$ cat src/rtl/square_hit_renderer_pkg.sv
// Shared types and constants for the square renderer and hit scorer.
// Coordinate/colour widths match the 12-bit VGA timing path.
package square_hit_renderer_pkg;

  localparam int COORD_W = 12;
  localparam int RGB_W   = 12;

  localparam logic [RGB_W-1:0] SQ_RGB_DEF  = 12'hF00;
  localparam logic [RGB_W-1:0] HIT_RGB_DEF = 12'h0F0;

  typedef enum logic {
    ARMED    = 1'b0,
    HIT_HOLD = 1'b1
  } hit_state_e;

endpackage

$ cat src/rtl/square_hit_renderer_inside.sv
// Registered point-in-box test with an active qualifier; edges are
// inclusive on x1/y1, exclusive on x2/y2, and an inverted box is empty.
module rect_inside
  import square_hit_renderer_pkg::*;
#(
  parameter int W = COORD_W
) (
  input  logic         i_clk,
  input  logic         i_rst,
  input  logic         i_en,
  input  logic [W-1:0] i_x,
  input  logic [W-1:0] i_y,
  input  logic [W-1:0] i_x1,
  input  logic [W-1:0] i_x2,
  input  logic [W-1:0] i_y1,
  input  logic [W-1:0] i_y2,
  input  logic         i_active,
  output logic         o_inside
);

  logic in_x;
  logic in_y;

  assign in_x = (i_x >= i_x1) && (i_x < i_x2);
  assign in_y = (i_y >= i_y1) && (i_y < i_y2);

  always_ff @(posedge i_clk) begin
    if (i_rst) begin
      o_inside <= 1'b0;
    end else if (i_en) begin
      o_inside <= in_x && in_y && i_active;
    end
  end

endmodule

$ cat src/rtl/square_hit_renderer.sv
// Draws the latched square into the pixel stream (2-strobe pipeline) and
// scores per-frame overlap with the hand mask as debounced hits.
module square_hit_renderer
  import square_hit_renderer_pkg::*;
#(
  parameter int               THRESH  = 64,
  parameter logic [RGB_W-1:0] SQ_RGB  = SQ_RGB_DEF,
  parameter logic [RGB_W-1:0] HIT_RGB = HIT_RGB_DEF,
  parameter int               CNT_W   = 20
) (
  input  logic               i_clk,
  input  logic               i_rst,
  input  logic               i_pix_stb,
  input  logic [COORD_W-1:0] i_x,
  input  logic [COORD_W-1:0] i_y,
  input  logic               i_active,
  input  logic               i_hsync,
  input  logic               i_vsync,
  input  logic               i_frame_end,
  input  logic [COORD_W-1:0] i_x1,
  input  logic [COORD_W-1:0] i_x2,
  input  logic [COORD_W-1:0] i_y1,
  input  logic [COORD_W-1:0] i_y2,
  input  logic               i_hand,
  input  logic [RGB_W-1:0]   i_bg_rgb,
  output logic [RGB_W-1:0]   o_rgb,
  output logic               o_hsync,
  output logic               o_vsync,
  output logic               o_hit,
  output logic [7:0]         o_score,
  output logic [CNT_W-1:0]   o_overlap
);

  localparam logic [CNT_W-1:0] THRESH_C = CNT_W'(THRESH);

  function automatic logic [CNT_W-1:0] sat_cnt(input logic [CNT_W-1:0] c,
                                               input logic inc);
    if (inc && (c != '1)) return c + CNT_W'(1'b1);
    return c;
  endfunction

  function automatic logic [7:0] sat_score(input logic [7:0] s);
    if (s != 8'hFF) return s + 8'd1;
    return s;
  endfunction

  logic [COORD_W-1:0] sx1_q, sx2_q, sy1_q, sy2_q;
  logic               inside_p1, act_p1, hand_p1, hs_p1, vs_p1, fe_p1;
  logic [RGB_W-1:0]   bg_p1;
  logic               ovl_p1;
  logic [CNT_W-1:0]   cnt_q;
  logic [CNT_W-1:0]   total;
  hit_state_e         state_q, state_d;
  logic               hit_d;
  logic [7:0]         score_d;
  logic [RGB_W-1:0]   sq_col;

  // Edges only move at frame end so a square is never torn mid-frame.
  always_ff @(posedge i_clk) begin
    if (i_rst) begin
      sx1_q <= '0;
      sx2_q <= '0;
      sy1_q <= '0;
      sy2_q <= '0;
    end else if (i_pix_stb && i_frame_end) begin
      sx1_q <= i_x1;
      sx2_q <= i_x2;
      sy1_q <= i_y1;
      sy2_q <= i_y2;
    end
  end

  // ---- stage 1: inside test and aligned side-band ----
  rect_inside #(.W(COORD_W)) u_inside (
    .i_clk    (i_clk),
    .i_rst    (i_rst),
    .i_en     (i_pix_stb),
    .i_x      (i_x),
    .i_y      (i_y),
    .i_x1     (sx1_q),
    .i_x2     (sx2_q),
    .i_y1     (sy1_q),
    .i_y2     (sy2_q),
    .i_active (i_active),
    .o_inside (inside_p1)
  );

  always_ff @(posedge i_clk) begin
    if (i_rst) begin
      act_p1  <= 1'b0;
      hand_p1 <= 1'b0;
      bg_p1   <= '0;
      hs_p1   <= 1'b0;
      vs_p1   <= 1'b0;
      fe_p1   <= 1'b0;
    end else if (i_pix_stb) begin
      act_p1  <= i_active;
      hand_p1 <= i_hand;
      bg_p1   <= i_bg_rgb;
      hs_p1   <= i_hsync;
      vs_p1   <= i_vsync;
      fe_p1   <= i_frame_end;
    end
  end

  // inside_p1 already carries the active qualifier.
  assign ovl_p1 = hand_p1 & inside_p1;
  assign sq_col = (state_q == HIT_HOLD) ? HIT_RGB : SQ_RGB;

  // ---- stage 2: colour mux and sync re-alignment ----
  always_ff @(posedge i_clk) begin
    if (i_rst) begin
      o_rgb   <= '0;
      o_hsync <= 1'b0;
      o_vsync <= 1'b0;
    end else if (i_pix_stb) begin
      o_rgb   <= !act_p1 ? '0 : (inside_p1 ? sq_col : bg_p1);
      o_hsync <= hs_p1;
      o_vsync <= vs_p1;
    end
  end

  // The pixel that coincides with frame end still counts into its frame.
  assign total = sat_cnt(cnt_q, ovl_p1);

  always_ff @(posedge i_clk) begin
    if (i_rst) begin
      cnt_q     <= '0;
      o_overlap <= '0;
    end else if (i_pix_stb) begin
      if (fe_p1) begin
        cnt_q     <= '0;
        o_overlap <= total;
      end else begin
        cnt_q <= total;
      end
    end
  end

  always_comb begin
    state_d = state_q;
    hit_d   = 1'b0;
    score_d = o_score;
    if (i_pix_stb && fe_p1) begin
      case (state_q)
        ARMED: begin
          if (total >= THRESH_C) begin
            state_d = HIT_HOLD;
            hit_d   = 1'b1;
            score_d = sat_score(o_score);
          end
        end
        HIT_HOLD: begin
          if (total < THRESH_C) state_d = ARMED;
        end
        default: state_d = ARMED;
      endcase
    end
  end

  // o_hit is rewritten every clock, so a pulse lasts exactly one cycle.
  always_ff @(posedge i_clk) begin
    if (i_rst) begin
      state_q <= ARMED;
      o_hit   <= 1'b0;
      o_score <= '0;
    end else begin
      state_q <= state_d;
      o_hit   <= hit_d;
      o_score <= score_d;
    end
  end

endmodule
$ cat config.mk
export PLATFORM = sky130hd
export DESIGN_NAME = square_hit_renderer
export DESIGN_NICKNAME = d
export VERILOG_FILES = /design/src/rtl/square_hit_renderer_pkg.sv /design/src/rtl/square_hit_renderer_inside.sv /design/src/rtl/square_hit_renderer.sv
export SDC_FILE = /design/constraint.sdc
export NUM_CORES = 1
export LEC_CHECK = 0
export BUFFER_PORTS_ARGS = -buffer_cell sky130_fd_sc_hd__clkbuf_2
export CAP_MARGIN = 20
export CELL_PAD_IN_SITES_DETAIL_PLACEMENT = 2
export CELL_PAD_IN_SITES_GLOBAL_PLACEMENT = 2
export CORE_MARGIN = 2
export CORE_UTILIZATION = 34
export DETAILED_ROUTE_END_ITERATION = 16
export GPL_TIMING_DRIVEN = 1
export PLACE_DENSITY = 0.88
export SKIP_CTS_REPAIR_TIMING = 1
export SYNTH_ARGS = -nofsm -noshare
export SYNTH_HDL_FRONTEND = slang
export SYNTH_SLANG_ARGS = --single-unit
$ cat constraint.sdc
create_clock -name i_clk -period 6.7 [get_ports i_clk]
set_clock_uncertainty 0.1 [all_clocks]
set_input_delay 0 -clock i_clk [delete_from_list [all_inputs] [get_ports i_clk]]
set_output_delay 0 -clock i_clk [all_outputs]
set_load 0.01 [all_outputs]
==> results.ini <==
[run_status]
status=finished clean

[yosys]
synth_edf_count=0
synth-seq-cells=130
yosys_warnings=0
syn-num-nets=974
syn_avg_cell_area_um2=7.98
ys_types=55
synth_ff_type=dfxtp_1
async_flop_share_pct=0
synthCells=834
synth_area_um2=6660
ys_seq_area_share_pct=39.1

[routing]
wl_mm=29.6
first_pass_iters=4
drt-initial-drc-count=248
drt-vias-per-instance=5.42
postRouteAntennaNets=0
remaining_drc_errors=0
vias=6994
wl_per_cell_um=23.0

[floorplan]
die-area_um2=20700
start_util_pct=34.4
die_h_um=144
die_x_um=144
core_um2=19300
io_pins=135
rows=51

[placed_design]
dp_hpwl_mm=15.4
portBuffers=134
place_congestion=0.855

[final_layout]
multi_input_area_um2=3620
nets=1150
drive_gt1_share_pct=18.0
final_cell_mix=141 x nand2_1, 133 x clkbuf_2, 130 x dfxtp_1
fill_cells=2135
area_delta_synth_final_pct=32.6
regArea_um2=2600
layout_commonest_cell=nand2_1

[clocking]
cts_tree=yes
path_clk_slew_ns=0.06
ctsRootBufferMaster=clkbuf_16
cts_buffer_depth=2
cts_made_buffers=17
cts_htree_levels=4
clkLatencyLatePin_ns=0.44
numClockSinks=130

[global_routing]
antenna_found_initial=2
grt_overflow_total=0
grt_pass1_wl_mm=36.7
first_global_vias=6921
grt_max_degree=98
grt.total_usage_pct=22.8

[worst_setup_path]
critPathKind=flip-flop to flip-flop
crit_path_end_kind=flip-flop
reg2reg_setup_slack_ns=3.10
worst-path-max-fanout=15
worstPathRequired_ns=6.87
setup.worst_path.start_class=flip-flop
crit_arrival_ns=3.77

[sta]
final-hold-violation-count=0
rsz0062_at_grt=false
tns_ns=0
period_needed_ns=3.60
tightest_slew_ns=1.08
post-route-period-util_pct=53.7
relSlewSlack_pct=28.0
max_freq_mhz=278
slew_violations=0
setup-violations-final=0

[hold_path]
hp-class=primary input to flip-flop

[power]
seqPwrFrac_pct=38.7
vdd_ir_drop_max_mv=0.183
p_leak_nw=3.65
combPwrFrac_pct=11.0
p_per_area_nw_per_um2=239
swShare_pct=26.3
clockPowerShare_pct=50.3
p_switching_mw=0.555
p_total_mw=2.11
internal_power_mw=1.56

[flow_run]
maxCapViolCount=0

kinds of logic after synthesis:
logic type,synth area share [%]
mux,4.40
xor+xnor,1.97
buf+inv,6.50
fa+ha+maj,9.02
flops,39.1
compound gates,17.4
simple gates,21.6
synth_stat cells (all sizes together), types with 3 or more instances:
cell	n	area, um2
inv	49	184
clkbuf	35	131
or3	11	68.8
nand2	141	529
nor3	9	45.0
and2	4	25.0
o2111ai	3	32.5
nor2b	5	31.3
xor2	4	35.0
nor4	6	67.6
nor2	71	267
o21a	4	30.0
a21oi	116	581
a22oi	3	22.5
nand2b	7	43.8
a2111oi	4	41.3
xnor2	11	96.3
a31oi	6	37.5
and3	11	73.8
mux2i	27	270
ha	48	601
a21o	11	82.6
nand3	14	70.1
dfxtp	130	2600
a211oi	11	82.6
nand4	12	103
o21ai	36	180
buf	19	110
and4	6	55.1
path summary, 6_finish.rpt:
check | start | cells after the start | endpoint
min | i_y[11] | 5 | u_inside.o_inside$_SDFFE_PP0P_
max reg2reg | u_inside.o_inside$_SDFFE_PP0P_ | 8 | o_score[1]$_SDFFE_PP0P_
min reg2reg | o_overlap[10]$_SDFFE_PP0P_ | 2 | o_overlap[10]$_SDFFE_PP0P_
max | u_inside.o_inside$_SDFFE_PP0P_ | 8 | o_score[1]$_SDFFE_PP0P_
through the flow:
step	instances	instance area (um2)	hold WS [ns]	utilization (%)	setup WS [ns]
2_1_floorplan	834	6660	0.0360	-	3.97
3_3_place_gp	1183	7450	0.127	38.5	3.27
4_1_cts	1215	8090	-0.324	41.9	3.12
5_1_grt	1289	8830	0.124	45.6	2.78
6_report	1290	8830	0.0872	45.7	3.10
3_5_place_dp	1183	7450	0.132	38.5	3.16
registers in the layout (all words and copies together), names as in the netlist, 8 cells and up:
signal     flops
sx2_q         12
sy1_q         12
o_rgb         12
o_score        8
o_overlap     20
bg_p1         12
sy2_q         12
cnt_q         20
sx1_q         12
metal layers:
| metal | up-vias | wire, um | share of wire, % | GRT usage (%) |
|---|---|---|---|---|
| li1 | 3216 | - | - | - |
| met1 | 3483 | 11400 | 38 | 26.9 |
| met2 | 213 | 15700 | 53 | 40.7 |
| met3 | 82 | 1200 | 4.0 | 5.03 |
| met4 | 0 | 1400 | 4.7 | 8.10 |
| met5 | - | 0 | 0 | 0 |
power by group through the flow:
stage	registers (mW)	logic (mW)	clock network, mW
2_1_floorplan	0.826	0.101	0
3_3_place_gp	0.828	0.162	0
3_5_place_dp	0.830	0.174	0
4_1_cts	0.814	0.180	1.05
5_1_grt	0.819	0.253	1.10
6_report	0.817	0.233	1.06
critical path, cell delays in order (launching register included):
cell	delay, ns
dfxtp_1	0.60
nand2_1	0.34
a211oi_1	0.69
and3_1	0.35
a31oi_1	0.17
nor4_4	0.74
nor2b_1	0.19
mux2i_1	0.19
nor2_1	0.05
cell type report:
class	count	area share, %
multi-input cells	599	41.0
clock inverters	15	2.44
diodes	2	0.0567
inverters	51	2.17
flip-flops and latches	130	29.5
well taps	265	3.76
repair buffers	211	16.2
clock buffers	17	4.82
No activity file was read; power rests on OpenSTA's default activity.
